==> config.mk <==
export PLATFORM = sky130hd
export DESIGN_NAME = router_pkt_tx_flat
export DESIGN_NICKNAME = d
export VERILOG_FILES = /design/src/rtl/router_pkt_tx_if.sv /design/src/rtl/router_pkt_tx.sv /design/src/flat_wrapper.sv
export SDC_FILE = /design/constraint.sdc
export NUM_CORES = 1
export LEC_CHECK = 0
export BUFFER_PORTS_ARGS = -buffer_cell sky130_fd_sc_hd__buf_2
export CELL_PAD_IN_SITES_DETAIL_PLACEMENT = 0
export CELL_PAD_IN_SITES_GLOBAL_PLACEMENT = 1
export CORE_AREA = 2 2 228 230
export DETAILED_ROUTE_END_ITERATION = 16
export DIE_AREA = 0 0 230 232
export GPL_ROUTABILITY_DRIVEN = 0
export HOLD_SLACK_MARGIN = 0.15
export PLACE_DENSITY = 0.7
export SLEW_MARGIN = 25
export SYNTH_ARGS = -nofsm -noshare
export SYNTH_HDL_FRONTEND = slang
export SYNTH_SLANG_ARGS = --single-unit
==> constraint.sdc <==
create_clock -name clock -period 3.4 [get_ports clock]
set_input_delay 1.02 -clock clock [delete_from_list [all_inputs] [get_ports clock]]
set_output_delay 1.02 -clock clock [all_outputs]
set_load 0.05 [all_outputs]
==> src/rtl/router_pkt_tx_if.sv <==
// Handshake bundle between a packet requester / 1x3 router input port and router_pkt_tx.
// master = requester and router side, slave = the transmitter.
interface router_pkt_tx_if;
    logic       req_valid;
    logic       req_ready;
    logic [1:0] req_addr;
    logic [5:0] req_len;
    logic       req_bad_parity;
    logic       pl_valid;
    logic       pl_ready;
    logic [7:0] pl_data;
    logic       pkt_valid;
    logic [7:0] pkt_data;
    logic       busy;
    logic       err;
    logic       done;
    logic       done_err;
    logic       rej;

    modport master (
        output req_valid, req_addr, req_len, req_bad_parity, pl_valid, pl_data, busy, err,
        input  req_ready, pl_ready, pkt_valid, pkt_data, done, done_err, rej
    );

    modport slave (
        input  req_valid, req_addr, req_len, req_bad_parity, pl_valid, pl_data, busy, err,
        output req_ready, pl_ready, pkt_valid, pkt_data, done, done_err, rej
    );
endinterface

==> src/rtl/router_pkt_tx.sv <==
// Router packet transmitter: buffers a full payload, then sends header, payload and
// parity with busy back-pressure, and reports the router's err over a short window.
module router_pkt_tx #(
    parameter int MAX_LEN  = 63,
    parameter int ERR_WAIT = 3
) (
    input  logic           clock,
    input  logic           reset,
    router_pkt_tx_if.slave bus
);
    localparam int         CNT_W     = (ERR_WAIT > 1) ? $clog2(ERR_WAIT) : 1;
    localparam logic [5:0] MAX_LEN_L = 6'(MAX_LEN);

    typedef enum logic [2:0] {IDLE, LOAD, HEADER, PAYLOAD, PARITY, ERRCHK} state_t;

    state_t           state_q, state_d;
    logic [1:0]       addr_q;
    logic [5:0]       len_q;
    logic             bad_q;
    logic [5:0]       wr_ptr, rd_ptr;
    logic [7:0]       par_acc;
    logic [7:0]       pkt_data_q;
    logic             pkt_valid_q;
    logic             done_q, done_err_q, rej_q;
    logic             err_flag;
    logic [CNT_W-1:0] wait_cnt;
    logic [7:0]       buf_mem [MAX_LEN];

    logic             req_ready, pl_ready, xfer, req_legal, load_last, pay_last, wait_last;
    logic [7:0]       header;

    function automatic logic [7:0] parity_out(input logic [7:0] p, input logic inv);
        return inv ? ~p : p;
    endfunction

    assign header    = {len_q, addr_q};
    assign req_legal = (bus.req_addr != 2'd3) && (bus.req_len != 6'd0) && (bus.req_len <= MAX_LEN_L);
    assign load_last = bus.pl_valid && (wr_ptr == len_q - 6'd1);
    assign pay_last  = (rd_ptr == len_q);
    assign wait_last = (wait_cnt == CNT_W'(ERR_WAIT - 1));

    always_ff @(posedge clock or posedge reset) begin
        if (reset) state_q <= IDLE;
        else       state_q <= state_d;
    end

    always_comb begin
        state_d   = state_q;
        req_ready = 1'b0;
        pl_ready  = 1'b0;
        xfer      = 1'b0;
        case (state_q)
            IDLE: begin
                req_ready = 1'b1;
                if (bus.req_valid && req_legal) state_d = LOAD;
            end
            LOAD: begin
                pl_ready = 1'b1;
                if (load_last) state_d = HEADER;
            end
            HEADER: begin
                xfer = !bus.busy;
                if (xfer) state_d = PAYLOAD;
            end
            PAYLOAD: begin
                xfer = !bus.busy;
                if (xfer && pay_last) state_d = PARITY;
            end
            PARITY: begin
                xfer = !bus.busy;
                if (xfer) state_d = ERRCHK;
            end
            ERRCHK: begin
                if (wait_last) state_d = IDLE;
            end
            default: state_d = IDLE;
        endcase
    end

    // Payload store: data only, contents are don't-care outside a packet
    always_ff @(posedge clock) begin
        if (state_q == LOAD && bus.pl_valid) buf_mem[wr_ptr] <= bus.pl_data;
    end

    always_ff @(posedge clock or posedge reset) begin
        if (reset) begin
            addr_q      <= '0;
            len_q       <= '0;
            bad_q       <= 1'b0;
            wr_ptr      <= '0;
            rd_ptr      <= '0;
            par_acc     <= '0;
            pkt_valid_q <= 1'b0;
            pkt_data_q  <= '0;
            done_q      <= 1'b0;
            done_err_q  <= 1'b0;
            rej_q       <= 1'b0;
            err_flag    <= 1'b0;
            wait_cnt    <= '0;
        end else begin
            done_q <= 1'b0;
            rej_q  <= 1'b0;
            case (state_q)
                IDLE: begin
                    if (bus.req_valid) begin
                        if (req_legal) begin
                            addr_q <= bus.req_addr;
                            len_q  <= bus.req_len;
                            bad_q  <= bus.req_bad_parity;
                            wr_ptr <= '0;
                            rd_ptr <= '0;
                        end else begin
                            rej_q <= 1'b1;
                        end
                    end
                end
                LOAD: begin
                    if (bus.pl_valid) begin
                        wr_ptr <= wr_ptr + 6'd1;
                        if (load_last) begin
                            pkt_valid_q <= 1'b1;
                            pkt_data_q  <= header;
                            par_acc     <= header;
                        end
                    end
                end
                HEADER: begin
                    if (xfer) begin
                        pkt_data_q <= buf_mem[0];
                        rd_ptr     <= 6'd1;
                    end
                end
                PAYLOAD: begin
                    // rd_ptr is the index of the byte after the one on the wire
                    if (xfer) begin
                        par_acc <= par_acc ^ pkt_data_q;
                        if (pay_last) begin
                            pkt_valid_q <= 1'b0;
                            pkt_data_q  <= parity_out(par_acc ^ pkt_data_q, bad_q);
                        end else begin
                            pkt_data_q <= buf_mem[rd_ptr];
                            rd_ptr     <= rd_ptr + 6'd1;
                        end
                    end
                end
                PARITY: begin
                    if (xfer) begin
                        wait_cnt <= '0;
                        err_flag <= 1'b0;
                    end
                end
                ERRCHK: begin
                    wait_cnt <= wait_cnt + 1'b1;
                    err_flag <= err_flag | bus.err;
                    if (wait_last) begin
                        done_q     <= 1'b1;
                        done_err_q <= err_flag | bus.err;
                        err_flag   <= 1'b0;
                    end
                end
                default: ;
            endcase
        end
    end

    assign bus.req_ready = req_ready;
    assign bus.pl_ready  = pl_ready;
    assign bus.pkt_valid = pkt_valid_q;
    assign bus.pkt_data  = pkt_data_q;
    assign bus.done      = done_q;
    assign bus.done_err  = done_err_q;
    assign bus.rej       = rej_q;
endmodule

==> src/flat_wrapper.sv <==
// flat-port wrapper written by rule: the top's interface ports become plain ports
module router_pkt_tx_flat 
#(
    parameter int MAX_LEN  = 63,
    parameter int ERR_WAIT = 3
)
  (clock, reset, bus_req_valid, bus_req_addr, bus_req_len, bus_req_bad_parity, bus_pl_valid, bus_pl_data, bus_busy, bus_err, bus_req_ready, bus_pl_ready, bus_pkt_valid, bus_pkt_data, bus_done, bus_done_err, bus_rej);
  router_pkt_tx_if bus_i ();
  input  logic clock;
  input  logic reset;
  input wire logic [$bits(bus_i.req_valid)-1:0] bus_req_valid;
  input wire logic [$bits(bus_i.req_addr)-1:0] bus_req_addr;
  input wire logic [$bits(bus_i.req_len)-1:0] bus_req_len;
  input wire logic [$bits(bus_i.req_bad_parity)-1:0] bus_req_bad_parity;
  input wire logic [$bits(bus_i.pl_valid)-1:0] bus_pl_valid;
  input wire logic [$bits(bus_i.pl_data)-1:0] bus_pl_data;
  input wire logic [$bits(bus_i.busy)-1:0] bus_busy;
  input wire logic [$bits(bus_i.err)-1:0] bus_err;
  output wire logic [$bits(bus_i.req_ready)-1:0] bus_req_ready;
  output wire logic [$bits(bus_i.pl_ready)-1:0] bus_pl_ready;
  output wire logic [$bits(bus_i.pkt_valid)-1:0] bus_pkt_valid;
  output wire logic [$bits(bus_i.pkt_data)-1:0] bus_pkt_data;
  output wire logic [$bits(bus_i.done)-1:0] bus_done;
  output wire logic [$bits(bus_i.done_err)-1:0] bus_done_err;
  output wire logic [$bits(bus_i.rej)-1:0] bus_rej;
  assign bus_i.req_valid = bus_req_valid;
  assign bus_i.req_addr = bus_req_addr;
  assign bus_i.req_len = bus_req_len;
  assign bus_i.req_bad_parity = bus_req_bad_parity;
  assign bus_i.pl_valid = bus_pl_valid;
  assign bus_i.pl_data = bus_pl_data;
  assign bus_i.busy = bus_busy;
  assign bus_i.err = bus_err;
  assign bus_req_ready = bus_i.req_ready;
  assign bus_pl_ready = bus_i.pl_ready;
  assign bus_pkt_valid = bus_i.pkt_valid;
  assign bus_pkt_data = bus_i.pkt_data;
  assign bus_done = bus_i.done;
  assign bus_done_err = bus_i.done_err;
  assign bus_rej = bus_i.rej;
  router_pkt_tx #(.MAX_LEN(MAX_LEN), .ERR_WAIT(ERR_WAIT)) u_core (.clock(clock), .reset(reset), .bus(bus_i));
endmodule
==> flow_summary.json <==
{
  "worstSetupStartpointType": "register",
  "first_pass_iters": 5,
  "p_int_w": 0.0127,
  "ys_seq_area_share_pct": 72.2,
  "grt_max_degree": 64,
  "drive_gt1_share_pct": 25.9,
  "finClkSkew_ns": 0.0161,
  "ys.flop_type": "edfxtp_1",
  "grt_pass1_wl_mm": 85.7,
  "htreeDepth": 2,
  "cts_buffers": 56,
  "finalMaxSlewViolations": 0,
  "final_common_cell": "edfxtp_1",
  "synth_seq_cells": 551,
  "max_freq_ghz": 0.333,
  "hold_viol": 0,
  "switchingPower_w": 0.00545,
  "clock_latency_ns": 0.61,
  "ant_nets": 0,
  "final_cell_mix": "504 x edfxtp_1, 117 x mux4_2, 114 x buf_4, 92 x nor2_1, 78 x nand2_1",
  "final_util_pct": 51.5,
  "slew_headroom_pct": 44.6,
  "synthArstFlopShare_pct": 8.53,
  "clk_pin_slew_ns": 0.06,
  "swShare_pct": 29.9,
  "total_leakage_power_nw": 8.57,
  "hpwl_mm": 38.0,
  "area_growth_pct": 15.9,
  "ir_worst_vdd_mv": 0.359,
  "clkPwrFrac_pct": 33.1,
  "root_buffer": "clkbuf_16",
  "clockBufferDepth": 3,
  "numPortBuffers": 36,
  "vias_per_cell": 5.79,
  "fin_setup_tns_ns": 0,
  "setup_viol": 0,
  "finalCriticalPeriod_ns": 3.00,
  "maxCapViolations": 0,
  "die_x_um": 230,
  "hp-class": "in2async",
  "crit_path_start": "u_core.state_q[1]",
  "cts_hold_buf": 0,
  "grt-ovfl-total": 0,
  "diodes": 0,
  "drt_iter0_drc": 1354,
  "cp_cell_sequence": "nor3_1 > buf_2",
  "drc": 0,
  "wl_per_cell_um": 26.7,
  "synth_edf_count": 504,
  "synthesis.yosys.warnings": 0,
  "worstReg2RegStart": "u_core.rd_ptr[1]",
  "pwr-share-seq_pct": 44.8,
  "grt_pass1_vias": 12600,
  "ios": 37,
  "cpLargestDelayFamily": "simple AND/OR/NAND/NOR gates",
  "design.core.area_mm2": 0.0509,
  "drt-total-wl_mm": 57.9,
  "post_cts_buffers": 0,
  "track_usage_pct": 22.1,
  "rows": 83,
  "worst_path_largest_cell_delay_ns": 0.53,
  "yosysUniqueCellTypes": 62,
  "fillers": 4141,
  "cts.sinks": 551,
  "status": "finished, final reports clean",
  "crit_fanout": 9,
  "grt_setup_unrepaired": "false",
  "antenna_found_initial": 2,
  "die-area_mm2": 0.0534,
  "required_ns": 2.38,
  "critical_path_class": "reg2out",
  "cp.arrival_ns": 1.98,
  "synth_cells": 1295,
  "pwr_density_cell_mw_per_mm2": 695,
  "die_h_um": 232,
  "start_util_pct": 44.4,
  "syn_area_mm2": 0.0226,
  "cts_tree": "yes",
  "path_buf_inv": 1,
  "worstMarginPinSlew_ns": 0.829,
  "cts_resized": 0,
  "syn-num-nets": 1322,
  "nets": 1468,
  "finalCritPeriodShare_pct": 88.3,
  "end_kind": "output pin",
  "p_comb_share_pct": 22.1,
  "vias": 12500,
  "slowest_stage": "nor3_1",
  "syn-mean-instance-area_um2": 17.5
}
Yosys cell counts (7+ instances only):
library cell	n	share of area (%)
edfxtp_1	504	67
mux4_2	117	12
nor2_1	92	1.5
nand2_1	78	1.3
o21ai_0	48	1.1
dfrtp_1	47	5.2
mux2i_1	44	1.9
a21oi_1	41	0.91
clkbuf_1	32	0.53
nand3_1	23	0.51
buf_2	21	0.46
xor2_1	19	0.74
inv_1	18	0.30
nor2b_1	17	0.47
a22oi_1	14	0.46
xnor2_1	12	0.46
and3_1	10	0.28
nor3_1	10	0.22
a31oi_1	9	0.25
buf_1	9	0.15
buf_4	9	0.30
or3_1	8	0.22
a211oi_1	7	0.23
worst reg2reg max path: cells and delay by family (launching register included):
family / cells / cell delay (ns)
AO/OA/AOI/OAI: 3 / 0.78
buffers and inverters: 1 / 0.33
flip-flops: 1 / 0.74
multiplexers: 2 / 0.97
power groups by stage:
stage          Clock, W  Combinational (W)  Sequential (W)
3_5_place_dp          0            0.00398         0.00830
6_report        0.00602            0.00402         0.00816
4_1_cts         0.00611            0.00400         0.00815
2_1_floorplan         0            0.00267         0.00823
3_3_place_gp          0            0.00397         0.00828
5_1_grt         0.00639            0.00431         0.00820
final cells by class:
| class | count | area, um2 | area share [%] |
|---|---|---|---|
| flip-flops and latches | 551 | 16300 | 62.3 |
| repair buffers | 163 | 1300 | 4.95 |
| well taps | 680 | 851 | 3.25 |
| clock buffers | 69 | 1500 | 5.74 |
| inverters | 18 | 67.6 | 0.258 |
| clock inverters | 36 | 299 | 1.14 |
| multi-input cells | 651 | 5850 | 22.4 |
registers in the layout (all words and copies together) (netlist names):
name / count
u_core.state_q: 3
u_core.bus.rej: 1
u_core.wr_ptr: 6
u_core.bus.pkt_valid: 1
u_core.bus.done_err: 1
u_core.bus.pkt_data: 8
u_core.addr_q: 2
u_core.len_q: 6
u_core.rd_ptr: 6
u_core.bad_q: 1
u_core.buf_mem: 504
u_core.par_acc: 8
u_core.err_flag: 1
u_core.bus.done: 1
u_core.wait_cnt: 2
stage by stage:
stage | power [W] | worst slack, ns | cells | area, um2 | hold slack, ns
after floorplan | 0.0109 | 0.604 | 1295 | 22600 | 0.454
after global routing | 0.0189 | 0.293 | 2168 | 26200 | 0.457
final | 0.0182 | 0.399 | 2168 | 26200 | 0.442
after CTS | 0.0183 | 0.418 | 2168 | 26200 | 0.430
after global placement | 0.0123 | 0.483 | 2063 | 24400 | 0.468
after detailed placement | 0.0123 | 0.441 | 2063 | 24400 | 0.488
worst paths after layout:
check                                         endpoint  slack (ns)  depth (start not counted)
worst max-delay path                     bus_req_ready        0.40                          2
worst min-delay path                 u_core.state_q[0]        0.44                          2
worst max register to register  u_core.bus.pkt_data[3]        0.45                          6
worst min register to register      u_core.wait_cnt[0]        0.50                          1
max in group asynchronous             u_core.wr_ptr[2]        2.35                          3
min in group clock                  u_core.wait_cnt[0]        0.50                          1
logic make-up after synthesis:
group | synth area share [%]
DFF | 72.2
xor gates and xnor gates | 1.20
buffers and inverters | 1.94
muxes | 13.8
and+or+nand+nor | 5.72
adders and majority gates | 0.221
AOI/OAI and AO/OA | 5.00
layer usage:
| metal | GRT usage, % | share of wire, % |
|---|---|---|
| met5 | 0 | 0.040 |
| met1 | 31.0 | 43 |
| met3 | 4.14 | 6.4 |
| met2 | 35.5 | 48 |
| met4 | 6.71 | 2.6 |
Power figures use the tool's default switching activity.
